$ cat config.mk
export PLATFORM = sky130hd
export DESIGN_NAME = jtopl_pg_sched
export DESIGN_NICKNAME = d
export VERILOG_FILES = /design/src/rtl/jtopl_pg_sched.sv
export SDC_FILE = /design/constraint.sdc
export NUM_CORES = 1
export LEC_CHECK = 0
export ABC_CLOCK_PERIOD_IN_PS = 5700
export CAP_MARGIN = 20
export CELL_PAD_IN_SITES_DETAIL_PLACEMENT = 1
export CELL_PAD_IN_SITES_GLOBAL_PLACEMENT = 1
export CORE_UTILIZATION = 40
export CTS_CLUSTER_SIZE = 25
export DETAILED_ROUTE_END_ITERATION = 16
export PLACE_DENSITY_LB_ADDON = 0.25
export SETUP_SLACK_MARGIN = 0.5
export SYNTH_ARGS = -nofsm -noshare
export SYNTH_HDL_FRONTEND = slang
export SYNTH_SLANG_ARGS = --single-unit
$ cat constraint.sdc
create_clock -name clk -period 5.7 [get_ports clk]
set_clock_uncertainty 0.15 [all_clocks]
set_input_delay 1.14 -clock clk [delete_from_list [all_inputs] [get_ports clk]]
set_output_delay 1.14 -clock clk [all_outputs]
set_load 0.05 [all_outputs]
$ cat src/rtl/jtopl_pg_sched.sv
// jtopl_pg_sched
// Time-multiplexed phase-generator sequencer for 18 operator slots
// (9 channels x 2 operators). Each cen tick issues one slot to the shared
// phase-increment datapath and, one tick later, accumulates the returned
// increment into that slot's 19-bit phase.
//
// Ports:
//   clk, rst (sync, active-high), cen (clock enable)
//   cfg_we/cfg_ch/cfg_fnum/cfg_block : channel config write (ch 0..8)
//   vib_en, vib_dep                  : per-slot vibrato enable, depth
//   phase_rst                        : per-slot phase clear, sampled at accumulate
//   pg_block/pg_fnum/pg_pm           : issued slot to increment datapath
//   phinc_pure                       : increment returned (comb. from pg_*)
//   phase_out/phase_slot/phase_valid : phase[18:9] of the slot just updated
//   frame_start                      : pulse on the tick that issues slot 0
module jtopl_pg_sched #(
    parameter int unsigned VIB_DIV_W = 10
) (
    input  logic        clk,
    input  logic        rst,
    input  logic        cen,
    input  logic        cfg_we,
    input  logic [3:0]  cfg_ch,
    input  logic [9:0]  cfg_fnum,
    input  logic [2:0]  cfg_block,
    input  logic [17:0] vib_en,
    input  logic        vib_dep,
    input  logic [17:0] phase_rst,
    output logic [2:0]  pg_block,
    output logic [9:0]  pg_fnum,
    output logic [3:0]  pg_pm,
    input  logic [17:0] phinc_pure,
    output logic [9:0]  phase_out,
    output logic [4:0]  phase_slot,
    output logic        phase_valid,
    output logic        frame_start
);

    localparam int unsigned NSLOT = 18;
    localparam int unsigned NCH   = 9;

    logic [9:0]           fnum_q  [NCH];
    logic [2:0]           block_q [NCH];
    logic [18:0]          phase_q [NSLOT];
    logic [4:0]           slot_q, slot_d;
    logic [4:0]           slot1_q;
    logic                 valid_q;
    logic [VIB_DIV_W-1:0] presc_q, presc_d;
    logic [2:0]           vib_cnt_q, vib_cnt_d;

    logic [2:0]           pg_block_q;
    logic [9:0]           pg_fnum_q;
    logic [3:0]           pg_pm_q;
    logic [9:0]           phase_out_q;
    logic [4:0]           phase_slot_q;
    logic                 phase_valid_q;
    logic                 frame_start_q;

    logic [3:0]           ch;
    logic [2:0]           vib_m;
    logic [2:0]           vib_mag;
    logic [3:0]           pm_d;
    logic [18:0]          acc_d;

    always_comb begin
        slot_d    = (slot_q == 5'd17) ? 5'd0 : slot_q + 5'd1;
        ch        = (slot_q < 5'd9) ? slot_q[3:0] : 4'(slot_q - 5'd9);

        // Prescaler counts frames; vib_cnt steps when it wraps.
        presc_d   = presc_q;
        vib_cnt_d = vib_cnt_q;
        if (slot_q == 5'd17) begin
            presc_d = presc_q + 1'b1;
            if (presc_q == '1)
                vib_cnt_d = vib_cnt_q + 3'd1;
        end

        // Vibrato: triangle over vib_cnt[1:0], sign from vib_cnt[2].
        vib_m = fnum_q[ch][9:7];
        case (vib_cnt_q[1:0])
            2'd0:    vib_mag = 3'd0;
            2'd2:    vib_mag = vib_m;
            default: vib_mag = vib_m >> 1;
        endcase
        if (!vib_dep)
            vib_mag = vib_mag >> 1;
        pm_d = '0;
        if (vib_en[slot_q])
            pm_d = vib_cnt_q[2] ? 4'd0 - {1'b0, vib_mag} : {1'b0, vib_mag};

        acc_d = phase_rst[slot1_q] ? '0 : phase_q[slot1_q] + {1'b0, phinc_pure};
    end

    always_ff @(posedge clk) begin
        if (rst) begin
            for (int unsigned i = 0; i < NCH; i++) begin
                fnum_q[i]  <= '0;
                block_q[i] <= '0;
            end
            for (int unsigned i = 0; i < NSLOT; i++)
                phase_q[i] <= '0;
            slot_q        <= '0;
            slot1_q       <= '0;
            valid_q       <= 1'b0;
            presc_q       <= '0;
            vib_cnt_q     <= '0;
            pg_block_q    <= '0;
            pg_fnum_q     <= '0;
            pg_pm_q       <= '0;
            phase_out_q   <= '0;
            phase_slot_q  <= '0;
            phase_valid_q <= 1'b0;
            frame_start_q <= 1'b0;
        end else begin
            // Config writes ignore cen; the issue below reads the pre-write value.
            if (cfg_we && cfg_ch < 4'd9) begin
                fnum_q[cfg_ch]  <= cfg_fnum;
                block_q[cfg_ch] <= cfg_block;
            end
            phase_valid_q <= 1'b0;
            frame_start_q <= 1'b0;
            if (cen) begin
                pg_fnum_q     <= fnum_q[ch];
                pg_block_q    <= block_q[ch];
                pg_pm_q       <= pm_d;
                slot1_q       <= slot_q;
                valid_q       <= 1'b1;
                slot_q        <= slot_d;
                frame_start_q <= (slot_q == 5'd0);
                presc_q       <= presc_d;
                vib_cnt_q     <= vib_cnt_d;
                if (valid_q) begin
                    phase_q[slot1_q] <= acc_d;
                    phase_out_q      <= acc_d[18:9];
                    phase_slot_q     <= slot1_q;
                    phase_valid_q    <= 1'b1;
                end
            end
        end
    end

    assign pg_block    = pg_block_q;
    assign pg_fnum     = pg_fnum_q;
    assign pg_pm       = pg_pm_q;
    assign phase_out   = phase_out_q;
    assign phase_slot  = phase_slot_q;
    assign phase_valid = phase_valid_q;
    assign frame_start = frame_start_q;

endmodule

==> metrics.txt, run 1 <==
Synth Register Bits 879; reg-to-reg setup timing slack 750 ps; Max FO, Critical Path 18; antenna-violating nets left 0; Core ar. 93500 um^2; Worst Max-Slew Pin Slew 890 ps; Max Cap Viol 0; Filler cells 9000; vias in the first global route 23.6k; Design Area, Final 44500 um^2; ys async rst share 0%; Starting DRT DRC Count 1967; Crit Path Class reg2reg; IO Pins 110; global-route usage over all layers 22.5%; Initial Util 40.5%; r2r endpoint phase_q[6][14]$_SDFFCE_PN0P_; EDFF count, synth 816; Synth warnings 0; CTS Hold Bufs 0; htree depth 3; fraction of layout cells with a size suffix above 1 22.3%; Vias 21.8k; detailed placement HPWL 63.0 mm; Util after Layout 47.6%; total grt overflow 0; Worst-Skew Late Latency 700 ps; Final Critical Period 4950 ps; first-pass GRT wire length 154 mm; PD cells 326 nW/um^2; Power Internal 11.2 mW; DRC viols 0; initial antenna violation count 2; crit path launch type flip-flop; Reg power frac 50.4%; Area after DPL 41200 um^2; Longest Clk Path Bufs 3; DR WL/cell 27.3 um; Die W 310 um; Req. time, crit path 5960 ps; Die H 310 um; Critical Path End Type flip-flop; largest net degree at the start of global routing 67; combinational cell fraction of total power 7.2%; CTS tree done; Final Hold Viols 0; Synth cell types 72; Hold Path Origin phase_out[5]$_SDFFE_PP0P_; Relative slew margins 40.6%; CTS buffer count 94; hold path endpoint phase_out[5]$_SDFFE_PP0P_; CTS sink cnt 879; Final Max Slew Viols 0; switching share of total power 22.6%; Max Clock Freq 202 MHz; Synth Flop Type edfxtp_1; routability cong. 0.820; Finish-stage setup viols 0; vias per cell 5.56; Syn-to-layout area delta 17.5%; worst-case vdd ir drop 0.000263 V; clock slew at reported path FFs 60 ps; Worst EP arrival 5210 ps; Initial DRT Pass Iterations 5; Worst Hold Class reg2reg; Leakage 14.7 nW; I/O Buffers 109; clk root buf clkbuf_16; die area 95900 um^2; Post-Syn Area per Cell 16.3 um^2; Detailed Route WL 107 mm; status completed; Cells on Worst Hold Path 2; R2R depth 16; Switching Power 3.28 mW; Clk pwr share 42.5%; Mapped Cells 2325; crit share post-route 86.8%; Rows 112; sequential share of the synthesized area 68.1%; Nets 2683; sum of negative setup slack 0 ps; RSZ-0062 raised after global routing false; Post-Syn Area 37900 um^2
==> Yosys cell counts, types with 5 or more instances <==
master | n | area (um^2)
edfxtp_1 | 816 | 24500
nor2_1 | 382 | 1430
mux4_2 | 240 | 5410
and2_1 | 121 | 757
clkbuf_1 | 117 | 439
nand2_1 | 83 | 312
dfxtp_1 | 63 | 1260
mux2i_1 | 47 | 470
nand2b_1 | 41 | 257
inv_1 | 39 | 146
mux2_2 | 37 | 417
ha_1 | 27 | 338
o21ai_0 | 23 | 115
a21oi_1 | 21 | 105
buf_2 | 21 | 105
o22ai_1 | 19 | 119
nand3_1 | 15 | 75.1
or3_1 | 15 | 93.8
nor3_1 | 14 | 70.1
a21o_1 | 13 | 97.6
buf_1 | 12 | 45.0
xnor2_1 | 12 | 105
or2_2 | 11 | 68.8
xor2_1 | 11 | 96.3
nor2_2 | 8 | 50.1
o221ai_1 | 8 | 70.1
nand4_1 | 7 | 43.8
o31ai_1 | 7 | 52.6
a211oi_1 | 6 | 45.0
a31oi_1 | 5 | 31.3
buf_4 | 5 | 37.5
nor2b_1 | 5 | 31.3
o21a_1 | 5 | 37.5
==> cells by family after synthesis <==
logic type	synth area share [%]
flops	68.1
simple gates	8.83
mux	16.7
buf+inv	2.15
compound gates	2.75
fa+ha+maj	0.945
xor+xnor	0.532
other cells	0.00990
==> metal layers <==
metal	wire length, um	track usage, %
met1	43900	29.2
met2	53100	37.9
met3	6690	4.35
met4	3080	7.24
met5	13	0
==> per-stage QoR <==
stage / setup slack, ps / total power, mW / hold slack (ps) / std cells
after floorplan: 578 / 8.06 / 304 / 2415
after global placement: 481 / 8.43 / 281 / 3728
after detailed placement: 357 / 8.46 / 288 / 3728
after CTS: 528 / 14.6 / 298 / 3908
after global routing: 578 / 14.9 / 333 / 3915
final: 753 / 14.5 / 293 / 3916
==> critical path, cell delays in order, from the launching register on <==
cell,delay (ps)
dfxtp_4,400
buf_16,220
mux4_2,530
mux4_2,530
mux2_2,290
ha_1,220
fa_1,440
a21oi_1,250
o21bai_2,120
a211oi_2,180
buf_4,160
o31a_1,210
o21ai_0,130
a211o_1,300
nand2_1,170
buf_4,270
nor2_1,80
==> power by group through the flow <==
stage                     logic [mW]  clock network [mW]  registers [mW]
after global routing            1.11                6.48            7.32
after detailed placement        1.02                   0            7.45
final                           1.04                6.17            7.31
after floorplan                0.613                   0            7.45
after CTS                       1.03                6.28            7.31
after global placement         0.999                   0            7.43
==> placed cells by master, fill, tap and decap left out, types with 7 or more instances in the layout <==
cell,instances
ha_1,27
clkbuf_16,96
clkinvlp_4,9
clkinv_1,19
or3_1,15
o221ai_1,8
a21o_1,13
nand2_1,82
nor2_2,22
mux2i_1,47
clkbuf_1,24
or2_2,11
a21oi_1,19
xnor2_1,12
o22ai_1,19
inv_1,37
nand2b_1,41
o21ai_0,21
mux4_2,240
edfxtp_1,816
clkdlybuf4s50_1,107
buf_4,101
xor2_1,11
nor3_1,14
nand3_1,15
mux2_2,37
conb_1,91
bufinv_16,10
nand4_1,7
dfxtp_1,59
and2_1,121
nor2_1,368
clkinv_2,16
==> sequential cells by signal (all words and copies together) (netlist names), named ones only <==
register     cells
phase_q        608
fnum_q         160
block_q         48
pg_fnum         10
phase_out       10
presc_q         10
phase_slot       5
slot1_q          5
slot_q           5
pg_pm            4
pg_block         3
vib_cnt_q        3
frame_start      1
phase_valid      1
valid_q          1
==> area by class of cell <==
cell class	instances	area [um^2]	area share [%]
Sequential cell	879	25800	57.9
Multi-Input combinational cell	1337	11700	26.3
Clock inverter	58	636	1.43
Antenna cell	1	2.50	0.00562
Clock buffer	120	2470	5.55
Tap cell	1254	1570	3.53
Inverter	41	161	0.363
Timing Repair Buffer	225	2170	4.88
Timing Repair inverter	1	7.51	0.0169
==> worst max-delay path by stage <==
stage	slack, ps	startpoint	cells past startpoint	to
after floorplan	580	flip-flop	18	phase_q[17][16]$_DFFE_PP_
after global placement	480	flip-flop	13	phase_q[16][18]$_SDFFCE_PN0P_
after detailed placement	360	flip-flop	14	phase_q[22][17]$_DFFE_PP_
after CTS	530	flip-flop	15	phase_q[18][17]$_DFFE_PP_
after global routing	580	flip-flop	15	phase_q[7][15]$_SDFFCE_PN0P_
final	750	flip-flop	16	phase_q[6][14]$_SDFFCE_PN0P_
==> what timing repair did <==
action                                  CTS  global route
endpoints found under the setup margin   66           142
gates cloned                              2             3
gates resized for setup                   4            14
pin swaps                                 0             1
setup buffers                             0             4
(Power assumes the default switching activity.)
==> run 2: changes to the inputs <==
--- a/config.mk
+++ b/config.mk
@@ -13,7 +13,9 @@
 export CTS_CLUSTER_SIZE = 25
 export DETAILED_ROUTE_END_ITERATION = 16
 export PLACE_DENSITY_LB_ADDON = 0.25
+export REMOVE_ABC_BUFFERS = 1
 export SETUP_SLACK_MARGIN = 0.5
+export SLEW_MARGIN = 20
 export SYNTH_ARGS = -nofsm -noshare
 export SYNTH_HDL_FRONTEND = slang
 export SYNTH_SLANG_ARGS = --single-unit
==> constraint.sdc (replaced) <==
create_clock -name clk -period 5.7 [get_ports clk]
set_clock_uncertainty 0.15 [all_clocks]
set_input_delay 0.855 -clock clk [delete_from_list [all_inputs] [get_ports clk]]
set_output_delay 0.855 -clock clk [all_outputs]
set_load 0.05 [all_outputs]
==> run 2 against run 1 <==
Net effect:
- critical endpoint is now phase_q[0][14]$_SDFFCE_PN0P_
- clock power decreased by 3%
- sequential power is essentially flat
- power decreased by 1.2%
- worst hold slack got worse by 0.75 ps
- routed wire length down 1.4%
- combinational power hardly changed
- utilization down 0.21 points
- critical path type unchanged
- fmax decreased by 1.5%
- design area shrank 0.44%
- die area stayed put
==> metrics.txt, run 2 (synthesis gave the netlist of run 1 again) <==
Met3 Wirelength 6.65 mm; pre-CTS setup slack 469 ps; Worst Hold Class reg2reg; clk root buf clkbuf_16; Longest Clk Path Bufs 3; clock slew at reported path FFs 60 ps; worst-case vdd ir drop 0.000240 V; Final Hold Viols 0; htree depth 3; status completed; RSZ-0062 raised after global routing false; uppermost layer routed met4; Starting DRT DRC Count 2014; register with the most flip-flops phase_q; DR WL/cell 26.9 um; Worst Max-Slew Pin Slew 1170 ps; Worst-Skew Late Latency 650 ps; Die H 310 um; CTS Hold Bufs 0; Initial Util 40.5%; total grt overflow 0; Finish-stage setup viols 0; fraction of layout cells with a size suffix above 1 22.3%; Detailed Route WL 105 mm; Initial DRT Pass Iterations 5; die area 95900 um^2; Syn-to-layout area delta 17.0%; Max FO, Critical Path 18; Max Cap Viol 0; reg-to-reg setup timing slack 680 ps; crit path launch type flip-flop; Filler cells 8964; Leakage 14.7 nW; Crit Path Class reg2reg; most frequent cells in the layout 816 x edfxtp_1, 368 x nor2_1, 240 x mux4_2; detailed placement HPWL 64.0 mm; Vias 21.8k; Critical Path End Type flip-flop; vias in the first global route 23.2k; Rows 112; routability cong. 0.870; initial antenna violation count 4; CTS tree done; WL met1 44.4 mm; Relative slew margins 22.2%; Die W 310 um; DRC viols 0; largest net degree at the start of global routing 49; vias per cell 5.57; Worst EP arrival 5260 ps; commonest non-fill, non-tap cell in the layout edfxtp_1; PD cells 324 nW/um^2; antenna-violating nets left 0; Nets 2681; CTS buffer count 93; first-pass GRT wire length 153 mm; IO Pins 110; WL met2 52.3 mm; Pwr Total 14.3 mW; Cells after DPL 3731; Final Instance Count excl. Fillers 3911; CTS sink cnt 879; Core ar. 93500 um^2; crit share post-route 88.1%; Largest register FFs 608; Final Max Slew Viols 0; I/O Buffers 109; slack of the critical path 679 ps; Req. time, crit path 5940 ps; global-route usage over all layers 22.2%; Top Registers phase_q x608, fnum_q x160, block_q x48; Max Clock Freq 199 MHz; Final Critical Period 5020 ps
## run 2: changes by cell type in the layout (fill, tap and decap cells not counted), moves of 4 or more
cell        before  now
buf_16           5    0
clkinv_1        19   13
bufinv_16       10    6
buf_4          101  105
buf_12           4    9
clkbuf_8         2    9
clkinvlp_4       9    4
## run 2: final timing paths
kind / depth (start not counted) / end / startpoint
setup / recovery: 16 / phase_q[0][14]$_SDFFCE_PN0P_ / flip-flop
setup reg to reg: 16 / phase_q[0][14]$_SDFFCE_PN0P_ / flip-flop
hold / removal: 2 / phase_out[6]$_SDFFE_PP0P_ / phase_out[6]$_SDFFE_PP0P_
hold reg to reg: 2 / phase_out[6]$_SDFFE_PP0P_ / phase_out[6]$_SDFFE_PP0P_
## run 2: per-stage QoR
step / area (um^2) / hold slack [ps] / utilization (%) / setup TNS (ps)
2_1_floorplan: 37500 / 298 / - / -2587380
3_3_place_gp: 41200 / 285 / 44.1 / 0
3_5_place_dp: 41200 / 286 / 44.1 / 0
4_1_cts: 44200 / 299 / 47.3 / 0
5_1_grt: 44300 / 321 / 47.4 / 0
6_report: 44300 / 293 / 47.4 / 0
## run 2: cell type report
| class | count | area (um^2) | share of cell area [%] |
|---|---|---|---|
| inverter | 41 | 158 | 0.356 |
| sequential | 879 | 25800 | 58.2 |
| clock buffer | 130 | 2620 | 5.91 |
| timing repair buffer | 225 | 2080 | 4.68 |
| multi-input combinational | 1337 | 11700 | 26.4 |
| clock inverter | 44 | 404 | 0.912 |
| tap | 1254 | 1570 | 3.54 |
| antenna | 1 | 2.50 | 0.00565 |
## run 2: critical path, stage by stage, from the launching register on
cell,delay [ps]
dfxtp_4,450
buf_12,230
buf_12,220
mux4_2,500
mux4_2,530
mux2_2,310
fa_1,420
a21oi_1,190
o21bai_1,130
a211oi_2,330
buf_4,180
o31a_1,180
o21ai_0,110
a211o_1,310
nand2_1,130
buf_4,270
nor2_1,90
## run 2: repair_timing
action                     CTS  global route
setup buffers                0             5
resized for setup            2             7
setup endpoints to repair   47           259
## run 2: power breakdown
part	switching, mW	leakage (nW)	total (mW)	internal [mW]
Combinational	0.579	4.83	1.02	0.441
Sequential	0.0784	8.38	7.31	7.23
Clock	2.52	1.48	6.01	3.49
Total	3.18	14.7	14.3	11.2
## run 2: metal layers
metal	vias up	track usage [%]
met1	11600	30.5
met3	131	3.41
li1	9312	-
met5	-	0
met2	730	37.3
met4	0	4.97
